`src/rtl/lemon_pkg.sv`:
```
`default_nettype none
// ============================================================================
//  Module      : lemon_pkg
//  Description : Shared types and constants for the lemon memory arbiter.
//  Revision    : 1.0 - initial release
// ============================================================================
package lemon_pkg;

    localparam int XLEN   = 64;
    localparam int MASK_W = 8;

    typedef enum logic [1:0] {
        IDLE   = 2'd0,
        ACCESS = 2'd1,
        RESP   = 2'd2
    } arb_state_t;

    typedef enum logic {
        OWN_IF = 1'b0,
        OWN_LS = 1'b1
    } owner_t;

endpackage
`default_nettype wire

```
`src/rtl/lemon_arb_prio.sv`:
```
`default_nettype none
// ============================================================================
//  Module      : lemon_arb_prio
//  Description : Grant decision between fetch and load/store, with a
//                saturating starvation counter that forces a fetch grant
//                after STARVE_MAX consecutive LS wins while IF waits.
//  Revision    : 1.0 - initial release
// ============================================================================
module lemon_arb_prio
    import lemon_pkg::*;
#(
    parameter int STARVE_MAX = 4
) (
    input  logic       clk,
    input  logic       rst_n,
    input  logic       i_if_valid,
    input  logic       i_ls_valid,
    input  arb_state_t i_state,
    output logic       o_grant_if,
    output logic       o_grant_ls
);

    localparam logic [3:0] c_starve_max = 4'(STARVE_MAX);

    logic [3:0] r_starve_cnt;
    logic       w_idle;
    logic       w_force_if;

    assign w_idle     = (i_state == IDLE);
    assign w_force_if = (r_starve_cnt == c_starve_max);

    // LS normally wins; a starved fetch wins once the counter reaches its limit
    always_comb begin
        o_grant_ls = w_idle & i_ls_valid & ~(i_if_valid & w_force_if);
        o_grant_if = w_idle & i_if_valid & (~i_ls_valid | w_force_if);
    end

    // Count LS wins that happened while a fetch was waiting; any other grant clears it
    always_ff @(posedge clk or negedge rst_n) begin
        if (!rst_n) begin
            r_starve_cnt <= 4'd0;
        end else if (o_grant_ls && i_if_valid) begin
            if (r_starve_cnt != c_starve_max) begin
                r_starve_cnt <= r_starve_cnt + 4'd1;
            end
        end else if (o_grant_ls || o_grant_if) begin
            r_starve_cnt <= 4'd0;
        end
    end

endmodule
`default_nettype wire

```
`src/rtl/lemon_mem_arbiter.sv`:
```
`default_nettype none
// ============================================================================
//  Module      : lemon_mem_arbiter
//  Description : Serialises fetch and load/store accesses onto one memory
//                port. IDLE grants, ACCESS drives memory for one cycle and
//                captures read data, RESP holds the response until taken.
//  Revision    : 1.0 - initial release
// ============================================================================
module lemon_mem_arbiter
    import lemon_pkg::*;
#(
    parameter int ADDR_W     = XLEN,
    parameter int DATA_W     = XLEN,
    parameter int STARVE_MAX = 4
) (
    input  logic                clk,
    input  logic                rst_n,
    // instruction fetch
    input  logic                i_if_req_valid,
    output logic                o_if_req_ready,
    input  logic [ADDR_W-1:0]   i_if_req_addr,
    output logic                o_if_resp_valid,
    input  logic                i_if_resp_ready,
    output logic [DATA_W-1:0]   o_if_resp_data,
    // load/store
    input  logic                i_ls_req_valid,
    output logic                o_ls_req_ready,
    input  logic [ADDR_W-1:0]   i_ls_req_addr,
    input  logic                i_ls_req_wen,
    input  logic [DATA_W-1:0]   i_ls_req_wdata,
    input  logic [DATA_W/8-1:0] i_ls_req_wmask,
    output logic                o_ls_resp_valid,
    input  logic                i_ls_resp_ready,
    output logic [DATA_W-1:0]   o_ls_resp_data,
    // memory
    output logic [ADDR_W-1:0]   o_mem_addr,
    output logic [DATA_W-1:0]   o_mem_wdata,
    output logic                o_mem_wen,
    output logic [DATA_W/8-1:0] o_mem_wmask,
    input  logic [DATA_W-1:0]   i_mem_rdata
);

    localparam int c_wm_w = DATA_W / 8;

    arb_state_t         r_state;
    arb_state_t         w_state_nxt;
    owner_t             r_owner;
    logic [ADDR_W-1:0]  r_addr;
    logic               r_wen;
    logic [DATA_W-1:0]  r_wdata;
    logic [c_wm_w-1:0]  r_wmask;
    logic [DATA_W-1:0]  r_rdata;

    logic w_grant_if;
    logic w_grant_ls;
    logic w_accept;

    lemon_arb_prio #(
        .STARVE_MAX (STARVE_MAX)
    ) u_prio (
        .clk        (clk),
        .rst_n      (rst_n),
        .i_if_valid (i_if_req_valid),
        .i_ls_valid (i_ls_req_valid),
        .i_state    (r_state),
        .o_grant_if (w_grant_if),
        .o_grant_ls (w_grant_ls)
    );

    // Grants already include the requester's own valid, so ready == accept.
    // Gating with rst_n keeps both readies low while reset is asserted.
    assign o_if_req_ready = w_grant_if & rst_n;
    assign o_ls_req_ready = w_grant_ls & rst_n;
    assign w_accept       = w_grant_if | w_grant_ls;

    assign o_if_resp_data = r_rdata;
    assign o_ls_resp_data = r_rdata;

    // State register
    always_ff @(posedge clk or negedge rst_n) begin
        if (!rst_n) begin
            r_state <= IDLE;
        end else begin
            r_state <= w_state_nxt;
        end
    end

    // Next-state and per-state outputs; memory port is quiet outside ACCESS
    always_comb begin
        w_state_nxt     = r_state;
        o_mem_addr      = '0;
        o_mem_wdata     = '0;
        o_mem_wen       = 1'b0;
        o_mem_wmask     = '0;
        o_if_resp_valid = 1'b0;
        o_ls_resp_valid = 1'b0;
        case (r_state)
            IDLE: begin
                if (w_accept) begin
                    w_state_nxt = ACCESS;
                end
            end
            ACCESS: begin
                o_mem_addr  = r_addr;
                o_mem_wdata = r_wdata;
                o_mem_wen   = r_wen;
                o_mem_wmask = r_wmask;
                w_state_nxt = RESP;
            end
            RESP: begin
                if (r_owner == OWN_IF) begin
                    o_if_resp_valid = 1'b1;
                    if (i_if_resp_ready) begin
                        w_state_nxt = IDLE;
                    end
                end else begin
                    o_ls_resp_valid = 1'b1;
                    if (i_ls_resp_ready) begin
                        w_state_nxt = IDLE;
                    end
                end
            end
            default: begin
                w_state_nxt = IDLE;
            end
        endcase
    end

    // Request latch on accept; fetches are always reads with an empty mask
    always_ff @(posedge clk or negedge rst_n) begin
        if (!rst_n) begin
            r_owner <= OWN_IF;
            r_addr  <= '0;
            r_wen   <= 1'b0;
            r_wdata <= '0;
            r_wmask <= '0;
        end else if (w_grant_ls) begin
            r_owner <= OWN_LS;
            r_addr  <= i_ls_req_addr;
            r_wen   <= i_ls_req_wen;
            r_wdata <= i_ls_req_wdata;
            r_wmask <= i_ls_req_wmask;
        end else if (w_grant_if) begin
            r_owner <= OWN_IF;
            r_addr  <= i_if_req_addr;
            r_wen   <= 1'b0;
            r_wdata <= '0;
            r_wmask <= '0;
        end
    end

    // Response register: read data captured in ACCESS, stores acknowledge with 0
    always_ff @(posedge clk or negedge rst_n) begin
        if (!rst_n) begin
            r_rdata <= '0;
        end else if (r_state == ACCESS) begin
            r_rdata <= r_wen ? '0 : i_mem_rdata;
        end
    end

endmodule
`default_nettype wire

```
`config.mk`:
```
export PLATFORM = sky130hd
export DESIGN_NAME = lemon_mem_arbiter
export DESIGN_NICKNAME = d
export VERILOG_FILES = /design/src/rtl/lemon_pkg.sv /design/src/rtl/lemon_arb_prio.sv /design/src/rtl/lemon_mem_arbiter.sv
export SDC_FILE = /design/constraint.sdc
export NUM_CORES = 1
export LEC_CHECK = 0
export CAP_MARGIN = 30
export CORE_AREA = 10 10 201 203
export DETAILED_ROUTE_END_ITERATION = 8
export DIE_AREA = 0 0 211 213
export GPL_TIMING_DRIVEN = 1
export SLEW_MARGIN = 5
export SYNTH_ARGS = -nofsm -noshare
export SYNTH_HDL_FRONTEND = slang
export SYNTH_SLANG_ARGS = --single-unit
```
`constraint.sdc`:
```
create_clock -name clk -period 1.6 [get_ports clk]
set_input_delay 0.32 -clock clk [delete_from_list [all_inputs] [get_ports clk]]
set_output_delay 0.32 -clock clk [all_outputs]
set_load 0.02 [all_outputs]
```
* Word-level counts from Yosys, hierarchy flattened
Index checks and enable logic that the tools add are counted.
** Cells by class
- $add $sub $neg :: 1
- Equality and inequality tests :: 8
- Muxes and demuxes :: 26
- Bitwise operators :: 11
- Reduce and logical (&&, ||, !) cells :: 7
** Operators with widths (number)
- 64-bit 2-to-1 mux :: 7
- 8-bit 2-to-1 mux :: 3
- 4-bit 2-to-1 mux :: 3
- 1-bit 2-to-1 mux :: 8
- 2-bit 2-to-1 mux :: 4
- 1-bit bitwise AND :: 7
- 3-bit inequality test, second input constant :: 2
- 2-bit case mux with 3 select lines :: 1
- 4-bit by 1-bit adder with 4-bit output, second input constant :: 1
- 4-bit by 3-bit == test with 1-bit output, second input constant :: 1
- 2-bit inequality test, second input constant :: 2
- 4-bit by 3-bit inequality test with 1-bit output, second input constant :: 1
- 2-bit nonzero test :: 2
- 3-bit AND reduction :: 1
- 2-bit by 1-bit == test with 1-bit output, second input constant :: 1
- 2-bit == test, second input constant :: 1
- 2-bit logical NOT :: 1
- 1-bit inverter :: 2
- 1-bit bitwise OR :: 2
- 2-bit AND reduction :: 1
- 1-bit logical AND :: 1
- 1-bit logical OR :: 1
** Word-level totals
- Output and inout port bits :: 269
- Input port bits :: 271
- Register bits after elaboration :: 208

* Logic depth before layout (Yosys ltp)
Gate-level depths: netlist of run 1.
- Depth after elaboration :: 7
- Depth in mapped cells :: 7
- Depth with buffers taken out :: 5

* By module
A second synthesis of run 1 with hierarchy kept.
** Unflattened totals
- Cell total of the unflattened synthesis :: 1048
- Area total of the unflattened synthesis :: 10911.7 um^2
** By module, submodules not included
- lemon_mem_arbiter :: sequential area each 5104.9 um^2, area an instance 10622.7 um^2, cells an instance 1020, times used 1
- lemon_arb_prio :: sequential area each 100.1 um^2, area an instance 289.0 um^2, cells an instance 28, times used 1

* Worst setup path after synthesis of run 1
No wires, ideal clock.
- Path kind :: reg-to-output
- Start point :: reg u_prio.r_starve_cnt[0]
- End point :: out o_ls_req_ready
- Buffers on the path :: 2
- Stages on the path, launching flop included :: 8
- Arrival :: 1.488 ns
- Setup slack :: -0.208 ns
- Cell sequence :: dfrtp_1 inv_1 ha_1 nand4b_2 and3_1 buf_2 buf_2 and2_1
** On the way
- Longest elaborated chain between the ends :: 5
** Ends and longest elaborated chain
- from (decl) :: RTL line lemon_arb_prio.sv:25 : logic [3:0] r_starve_cnt;
- from (signal assigned) :: RTL line lemon_arb_prio.sv:44 : r_starve_cnt <= r_starve_cnt + 4'd1;
- 4-bit by 3-bit == test with 1-bit output :: RTL line lemon_arb_prio.sv:30 : assign w_force_if = (r_starve_cnt == c_starve_max);
- 1-bit bitwise AND :: RTL line lemon_arb_prio.sv:34 : o_grant_ls = w_idle & i_ls_valid & ~(i_if_valid & w_force_if);
- 1-bit inverter :: RTL line lemon_arb_prio.sv:34
- 1-bit bitwise AND :: RTL line lemon_arb_prio.sv:34
- 1-bit bitwise AND :: RTL line lemon_mem_arbiter.sv:73 : assign o_ls_req_ready = w_grant_ls & rst_n;
- to (decl) :: RTL line lemon_mem_arbiter.sv:27 : output logic o_ls_req_ready,
No other way between the ends.

* Worst setup path in the final report of run 1
- Start point :: reg r_state[1]
- End point :: out o_mem_wdata[36]
** On the way
- Longest elaborated chain between the ends :: 2
** Ends and longest elaborated chain
- from (decl) :: RTL line lemon_mem_arbiter.sv:45 : arb_state_t r_state;
- from (signal assigned) :: RTL line lemon_mem_arbiter.sv:84 : r_state <= w_state_nxt;
- 2-bit by 1-bit == test with 1-bit output :: RTL line lemon_mem_arbiter.sv:97 : case (r_state)
- 64-bit 2-to-1 mux :: RTL line lemon_mem_arbiter.sv:97
- to (decl) :: RTL line lemon_mem_arbiter.sv:37 : output logic [DATA_W-1:0] o_mem_wdata,
No other way between the ends.

==> metrics.md, run 1 <==
| Metric | Value |
|---|---|
| Nets | 1,756 |
| Part of the cycle the worst path needs | 1.35 |
| Relative slew slack | 0.553 |
| Die Height | 213 um |
| Die area | 0.0449 mm^2 |
| Pwr dens | 1990 mW/mm^2 |
| Final Hold Fails | 32 |
| Clk buf depth | 3 |
| Clock Skew | ~25 ps |
| Initial antenna violation count | 6 |
| Fmax | around 460 MHz |
| Sequential area share after synthesis | 0.494 |
| Clock sink count | 208 |
| Root buffer cell | clkbuf_16 |
| Worst Setup End Kind | primary output |
| PortBufs | 539 |
| Post-Route WL | 46,000 um |
| WHS | -71.8 ps |
| H-tree depth | 1 |
| Worst-path fanout max | 12 |
| Critical Path Start Type | flop |
| Vias in the first global route | 10.2k |
| First-pass GRT wire length | 67,500 um |
| Utilization after layout | 0.482 |
| Data arrival, critical path | around 1900 ps |
| Grt ovf | 0 |
| Commonest non-fill, non-tap cell in the layout | clkdlybuf4s50_1 |
| RSZ-0062 raised after global routing | yes |
| Slack of the critical path | -566 ps |
| Cells after synthesis | 1,006 |
| Final ANT Viol Nets | 0 |
| Outcome | complete, but fails checks |
| Syn Std Cell Area | ~0.011 mm^2 |
| Net count after synthesis | 1,279 |
| Flops & latches, synth | 208 |
| Most frequent cells in the layout | clkdlybuf4s50_1, dfrtp_1, nand2_1, buf_4, and2_1 |
| Max-slew violation count | 0 |
| CTS Buf Count | 25 |
| WS Path Type | flop to primary output |
| Family with the most delay on the worst path | buffers and inverters |
| CTS tree | done |
| Post-layout min period | 2170 ps |
| Residual DRC | 0 |
| Clock Latency Late Sink | 550 ps |
| Starting Density | 0.291 |
| YS warnings | 0 |
| Most common cell on crit path | buf_12 |
| Ports | between 500 and 600 |
| GRT Overall Usage | 0.193 |
| CP cell instances | nor2b_4, buf_12, buf_6, buf_8, and2_4, buf_12 |
| Max incr delay on CP | 400 ps |
| Core Region | 0.0363 mm^2 |
| Worst min-delay path class | primary input to async pin |
| Routability congestion estimate | 0.801 |
| Leak | a little under 8 nW |
| Failing checks | negative hold slack, negative setup slack |
| MaxCap Viol Count | 0 |
| WP data required | roughly 1300 ps |
| CP Buf/Inv Count | 4 |
| Max stage delay cell, worst path | dfrtp_1 |
| Post-detail-place hpwl | about 34,000 um |
| Yosys cell types | 36 |
| Slew @ Worst Pin | about 670 ps |
| Largest net degree at the start of global routing | 107 |
| Area grow syn2layout | 65.6% |
| Via Count | 9,741 |
| Die Wd | 211 um |
| Pre-Repair DR Iteration Count | 4 |
| Syn_area_per_cell | 10.5 um^2 |
| Row count | 70 |
| Maximum VDD drop | around 0.00083 V |
| Share of cells above drive strength 1 | 0.215 |
| Via density | 4.93 |
| Initial DRC Count | 538 |
| Final setup fails | around 440 |
| Routed WL per cell | 23.3 um |
| Clock Pin Slew Worst Setup and Hold Paths | ~60 ps |
==> cell type report <==
| type | count | area, um^2 |
|---|---|---|
| Inverter | 7 | 26.3 |
| Timing Repair Buffer | 615 | 6220 |
| Clock buffer | 34 | 719 |
| Fill cell | 3424 | 18800 |
| Antenna cell | 4 | 10.0 |
| Clock inverter | 12 | 156 |
| Multi-Input combinational cell | 626 | 4540 |
| Sequential cell | 208 | 5210 |
| Tap cell | 468 | 586 |
==> worst register-to-register path, cell delays in order, from the launching register on <==
cell and delay, ps:
dfrtp_1 400, inv_2 90, ha_4 140, buf_6 100, nand4b_4 90, buf_4 140
buf_4 150, buf_12 160, and4_1 230, a311o_1 310
==> synth_stat cells, drive strengths merged <==
| cell | n | area [um^2] |
|---|---|---|
| a311o | 64 | 641 |
| o21a | 64 | 480 |
| nand4b | 2 | 23.8 |
| clkbuf | 61 | 229 |
| nand3b | 64 | 480 |
| and3b | 1 | 8.76 |
| mux2 | 1 | 11.3 |
| nand2b | 2 | 12.5 |
| ha | 2 | 25.0 |
| and2 | 138 | 863 |
| and3 | 1 | 6.26 |
| xor2 | 1 | 8.76 |
| o311ai | 1 | 8.76 |
| inv | 7 | 26.3 |
| o21ai | 6 | 33.8 |
| nand3 | 3 | 15.0 |
| a21oi | 1 | 5.00 |
| o2bb2ai | 1 | 8.76 |
| nand4 | 1 | 6.26 |
| a22o | 73 | 639 |
| buf | 104 | 717 |
| o22ai | 1 | 6.26 |
| nand2 | 128 | 480 |
| and4 | 64 | 566 |
| dfrtp | 208 | 5200 |
| nor2 | 4 | 17.5 |
| or2 | 1 | 6.26 |
| nor2b | 2 | 12.5 |
==> power by group <==
group / internal, mW / switching (mW) / leakage [nW]
Combinational: 9.67 / 9.83 / 4.79
Sequential: 7.68 / 1.55 / 2.59
Clock: 3.65 / 2.43 / 0.435
Total: 21.0 / 13.8 / 7.81
==> per-layer routing <==
layer | share of wire | global-route usage
met1 | 0.39 | 0.223
met2 | 0.50 | 0.332
met3 | 0.097 | 0.0699
met4 | 0.019 | 0.0482
met5 | 0.00050 | 0
==> metrics by stage <==
stage	cell area, um^2	TNS [ps]	setup WS [ps]	instances	power [mW]
after floorplan	10600	-36.3	-30.0	1006	19.7
after global placement	16400	-89400	-517	1908	28.1
after detailed placement	16400	-89940	-494	1908	28.2
after CTS	17400	-139150	-663	1960	34.6
after global routing	17500	-154180	-637	1973	36.8
final	17500	-124870	-566	1974	34.8
==> sequential cells by signal, summed over array words and instances, names as in the netlist <==
name / flops
o_if_resp_data: 64
r_state: 2
r_wmask: 8
u_prio.r_starve_cnt: 4
r_owner: 1
r_addr: 64
r_wdata: 64
r_wen: 1
==> cells by family (layout without fill, tap and decap cells) <==
| group | after synthesis | after routing | synth area share |
|---|---|---|---|
| simple gates | 411 | 411 | 0.237 |
| compound gates | 211 | 211 | 0.173 |
| flops | 208 | 208 | 0.494 |
| buf+inv | 172 | 668 | 0.0922 |
| fa+ha+maj | 2 | 2 | 0.00237 |
| xor+xnor | 1 | 1 | 0.000831 |
| mux | 1 | 1 | 0.00107 |
| other cells | 0 | 4 | 0 |
==> timing repair <==
item	in CTS	in global routing
endpoints found under the hold margin	0	4
setup buffers	5	9
pin swaps	5	9
gates cloned	1	0
endpoints found under the setup margin	424	449
hold buffers	0	1
gates resized for setup	455	281
==> worst paths after layout <==
check	cells past startpoint	end	slack (ps)	start
worst max-delay path	6	o_mem_wdata[36]	-570	r_state[1]
worst min-delay path	3	r_addr[9]	-70	rst_n
worst max register to register	9	r_addr[17]	-350	u_prio.r_starve_cnt[1]
worst min register to register	2	o_if_resp_data[33]	480	o_if_resp_data[33]
max in group asynchronous	4	o_if_resp_data[55]	490	rst_n
min in group clk	4	u_prio.r_starve_cnt[2]	300	i_ls_req_valid
Power figures use the tool's default switching activity.
==> run 2, diff against run 1 <==
Settings changed: TNS_END_PERCENT set to 30.
==> run 2 against run 1 <==
Utilization rose by 1.2 points; largest cell class unchanged; the flow finishes with violations (negative setup slack); via count is 0.61% higher; clock skew increased by 1.3 ps; highest routed layer unchanged; final cell count is 0.10% lower; sequential share of layout area is 0.72 points lower; first-iteration DRC count up 5.8%.
==> metrics.md, run 2 (synthesis gave the netlist of run 1 again) <==
| Metric | Value |
|---|---|
| Outcome | complete, but fails checks |
| Failing checks | negative setup slack |
| Clock sink count | 208 |
| Most frequent cells in the layout | clkdlybuf4s50_1, dfrtp_1, nand2_1, buf_6, and2_1 |
| Starting Density | 0.291 |
| Residual DRC | 0 |
| Placed Area | 0.0163 mm^2 |
| Core Region | around 0.036 mm^2 |
| Post-detail-place hpwl | around 34,000 um |
| GRT Overall Usage | 0.194 |
| Slack of the critical path | -499 ps |
| Clock Skew | 26.2 ps |
| Maximum VDD drop | between 0.0009 and 0.001 V |
| Utilization after layout | 0.493 |
| Clock Latency Late Sink | 540 ps |
| Ports | 540 |
| Finished Cell Area | 0.0179 mm^2 |
| Part of the cycle the worst path needs | 1.31 |
| WS Path Type | flop to primary output |
| Share of cells above drive strength 1 | 0.223 |
| Final ANT Viol Nets | 0 |
| RSZ-0062 raised after global routing | yes |
| Largest net degree at the start of global routing | roughly 120 |
| Fmax | 476 MHz |
| Final setup fails | around 350 |
| Routability congestion estimate | 0.819 |
| Via density | 4.97 |
| Clock Pin Slew Worst Setup and Hold Paths | 60 ps |
| MaxCap Viol Count | 0 |
| Critical Path Start Type | flop |
| Inst Count DP | about 1.9k |
| Die area | 0.0449 mm^2 |
| Relative slew slack | 0.514 |
| PortBufs | 539 |
| Die Height | about 210 um |
| CTS Buf Count | 26 |
| WP data required | 1280 ps |
| Vias in the first global route | around 10k |
| Max-slew violation count | 0 |
| Root buffer cell | clkbuf_16 |
| Worst min-delay path class | primary input to flop |
| Post-Place Setup Slack | -377 ps |
| Die Wd | 211 um |
| Final Hold Fails | 0 |
| Data arrival, critical path | 1780 ps |
| Nets | 1,755 |
| Row count | 70 |
| Worst Setup End Kind | primary output |
| Commonest non-fill, non-tap cell in the layout | clkdlybuf4s50_1 |
| First-pass GRT wire length | 68,000 um |
| CTS tree | done |
| Grt ovf | 0 |
| H-tree depth | 1 |
| Worst setup startpoint | r_state[0] |
| Post-route insts no fill | 1,972 |
| Clk buf depth | 3 |
| Reg2reg start | r_state[0] |
| Post-layout min period | 2100 ps |
| Hold_sp | i_ls_req_valid |
| Via Count | 9,800 |
| Slew @ Worst Pin | 729 ps |
| Routed WL per cell | 23.8 um |
| Pwr dens | 1980 mW/mm^2 |
| Post-Route WL | 46,800 um |
| Pre-Repair DR Iteration Count | 4 |
| Worst-path fanout max | 8 |
| Leak | 8.82 nW |
| Initial antenna violation count | 5 |
| Initial DRC Count | approximately 570 |
| Area grow syn2layout | 69.7% |
## run 2: path summary, 6_finish.rpt
check | end | slack (ps) | cells after the start
setup reg to reg | r_addr[38] | -270 | 8
hold / removal | u_prio.r_starve_cnt[2] | 220 | 3
setup / recovery | o_mem_wdata[21] | -500 | 6
hold reg to reg | r_wdata[7] | 490 | 1
min in group asynchronous | r_wdata[7] | 540 | 3
max in group asynchronous | o_if_resp_data[19] | 400 | 3
## run 2: cell type report
cell class / count / area, um^2
Sequential cell: 208 / 5200
Fill cell: 3362 / 18400
Antenna cell: 4 / 10.0
Multi-Input combinational cell: 626 / 4570
Clock inverter: 9 / 134
Timing Repair Buffer: 613 / 6620
Tap cell: 468 / 586
Clock buffer: 37 / 742
Inverter: 7 / 26.3
## run 2: layer usage
| metal | vias to the layer above | track usage | share of wire |
|---|---|---|---|
| met5 | - | 0 | 0.00036 |
| met3 | 57 | 0.0685 | 0.090 |
| li1 | 4483 | - | - |
| met2 | 387 | 0.325 | 0.49 |
| met1 | 4871 | 0.232 | 0.40 |
| met4 | 2 | 0.0504 | 0.020 |
## run 2: repair_timing
item	4_1_cts	5_1_grt
buffers inserted	6	9
pin swaps	8	65
hold endpoints to repair	208	0
cloned	4	3
hold buffers	1	0
gates resized for setup	661	177
setup endpoints to repair	379	408
## run 2: where the power goes
group	leakage (nW)	switching [mW]	internal, mW
Clock	0.429	2.36	3.70
Combinational	5.80	9.98	10.1
Sequential	2.59	1.66	7.68
## run 2: through the flow
step / TNS [ps] / hold slack [ps] / total power [mW]
finish: -92360 / 219 / 35.4
global route: -116640 / 225 / 37.4
CTS: -116450 / 195 / 35.1
detailed placement: -76750 / 424 / 28.1
global placement: -74060 / 428 / 27.9
floorplan: -864 / 24.4 / 19.7
## run 2: critical path: stages (launching register included)
cell,delay (ps)
dfrtp_1,380
nor2b_4,140
buf_12,150
buf_12,130
clkbuf_16,150
and2_1,160
buf_6,130
==> run 3, diff against run 2 <==
Settings changed: CTS_BUF_LIST set to sky130_fd_sc_hd__clkbuf_8.
==> run 3 against run 2 <==
The flow still finishes with violations (negative setup slack); via count increased by 0.71%; final area rose by 1.0%; register-to-register slack gained 100 ps; critical path depth stayed put; worst hold slack better by 4.0 ps; power down 0.88%; critical path type unchanged; critical endpoint is now o_mem_wdata[51].
==> metrics.md, run 3 (synthesis gave the netlist of run 1 again) <==
| Metric | Value |
|---|---|
| Part of the cycle the worst path needs | 1.34 |
| CTS Buf Count | 39 |
| Outcome | complete, but fails checks |
| Failing checks | negative setup slack |
| Core Region | 0.0363 mm^2 |
| Initial antenna violation count | 3 |
| WS Path Type | flop to primary output |
| H-tree depth | 2 |
| Net Switching | 14.2 mW |
| Post-route insts no fill | 1,991 |
| Utilization after layout | 0.499 |
| MaxCap Viol Count | 0 |
| Worst Setup End Kind | primary output |
| Area grow syn2layout | 71.5% |
| Root buffer cell | clkbuf_8 |
| Initial DRC Count | ~500 |
| Final setup fails | between 200 and 300 |
| WP data required | 1280 ps |
| Die Wd | around 210 um |
| Max stage delay cell, worst path | dfrtp_1 |
| RSZ-0062 raised after global routing | yes |
| Max incr delay on CP | around 400 ps |
| Routability congestion estimate | 0.819 |
| First-pass GRT wire length | 68,500 um |
| CTS tree | done |
| Clock power share | 0.151 |
| Grt ovf | 0 |
| Inst Count DP | 1,899 |
| Most frequent cells in the layout | clkdlybuf4s50_1, dfrtp_1, nand2_1, buf_6, dlymetal6s2s_1 |
| Die area | 0.0449 mm^2 |
| Commonest non-fill, non-tap cell in the layout | clkdlybuf4s50_1 |
| Pwr dens | 1940 mW/mm^2 |
| Data arrival, critical path | approximately 1800 ps |
| Final ANT Viol Nets | 0 |
| Max-slew violation count | 0 |
| Largest net degree at the start of global routing | ~120 |
| Ports | 540 |
| Slew @ Worst Pin | 728 ps |
| Leak | 9.49 nW |
| Via Count | 9,870 |
| PortBufs | 539 |
| Post-layout min period | 2140 ps |
| # fillers | 3,343 |
| Switching part of the total | 0.405 |
| CP cell instances | nor2b_4, buf_12, buf_12, clkbuf_16, and2_4, buf_6 |
| Routed WL per cell | 23.8 um |
| Final Hold Fails | 0 |
| Nets | 1,768 |
| Row count | 70 |
| Pre-Repair DR Iteration Count | 5 |
| Share of cells above drive strength 1 | 0.251 |
| Int Pwr | 20.9 mW |
| Die Height | 213 um |
| Clock sink count | 208 |
| Clock Pin Slew Worst Setup and Hold Paths | 60 ps |
| Worst-path fanout max | 8 |
| Clock Latency Late Sink | 550 ps |
| Vias in the first global route | 10.3k |
| Flop pwr share | 0.266 |
| Logic pwr share | 0.583 |
| Via density | between 4 and 5 |
| Worst min-delay path class | primary input to flop |
| Clk buf depth | 3 |
| Relative slew slack | 0.515 |
| Post-detail-place hpwl | ~34,000 um |
| Post-Route WL | roughly 47,000 um |
| Slack of the critical path | -540 ps |
| Critical Path Start Type | flop |
| Fmax | approximately 470 MHz |
| Most common cell on crit path | buf_12 |
| Starting Density | 0.291 |
| GRT Overall Usage | 0.197 |
| Residual DRC | 0 |
| Maximum VDD drop | 0.000834 V |
| Clock Skew | 20.3 ps |
run 3: cell count changes in the layout (fill, tap and decap cells not counted), moves of 9 or more:
cell,before,now
clkbuf_16,29,3
buf_4,63,50
clkdlybuf4s50_1,320,269
inv_1,4,13
and2_4,55,78
and2_1,83,60
clkbuf_8,5,51
buf_6,107,123
dlymetal6s2s_1,70,114
run 3: cell type report:
class                           instances  area [um^2]  share of cell area
Antenna cell                            2         5.00            0.000277
Tap cell                              468          586              0.0324
Multi-Input combinational cell        626         4630               0.256
Clock inverter                         16         91.3             0.00505
Timing Repair Buffer                  613         6840               0.378
Sequential cell                       208         5200               0.288
Clock buffer                           51          702              0.0388
Inverter                                7         26.3             0.00145
run 3: per-layer routing:
layer	GRT usage	share of wire	vias to the layer above
met5	0	0.00036	-
met4	0.0477	0.019	2
met3	0.0736	0.090	64
met2	0.330	0.49	410
met1	0.235	0.40	4873
li1	-	-	4521
run 3: final timing paths:
check,start,endpoint,slack (ps),depth (start not counted)
max in group asynchronous,rst_n,o_if_resp_data[25],410,3
min in group asynchronous,rst_n,r_wdata[7],520,3
max,r_state[1],o_mem_wdata[51],-540,6
min reg2reg,o_if_resp_data[39],o_if_resp_data[39],480,2
max reg2reg,r_state[1],r_addr[46],-170,7
min,i_ls_req_valid,u_prio.r_starve_cnt[2],220,3
run 3: stage by stage:
step	power, mW	cell area (um^2)	setup TNS [ps]	setup slack, ps	hold WS [ps]
6_report	35.1	18100	-79230	-540	223
5_1_grt	37.2	18100	-104450	-608	218
4_1_cts	34.7	17300	-133120	-600	193
3_5_place_dp	28.1	16300	-76750	-377	424
3_3_place_gp	27.9	16300	-74060	-358	428
2_1_floorplan	19.7	10600	-864	-30.0	24.4
run 3: power groups by stage:
| stage | sequential (mW) | clock (mW) | combinational [mW] |
|---|---|---|---|
| global route | 9.61 | 5.69 | 21.9 |
| global placement | 9.34 | 0 | 18.6 |
| floorplan | 9.63 | 0 | 10.0 |
| finish | 9.36 | 5.29 | 20.5 |
| detailed placement | 9.38 | 0 | 18.8 |
| CTS | 9.33 | 5.47 | 19.9 |
run 3: critical path: cells and delay by family, from the launching register on:
family	cells	cell delay, ps
buf+inv	4	550
simple gates	2	300
flops	1	410
run 3: repair_timing:
action / 4_1_cts / 5_1_grt
hold buffers: 1 / 0
gates cloned: 6 / 3
gates resized for setup: 668 / 284
endpoints found under the setup margin: 406 / 411
pin swaps: 7 / 66
endpoints found under the hold margin: 208 / 0
buffers inserted: 9 / 5
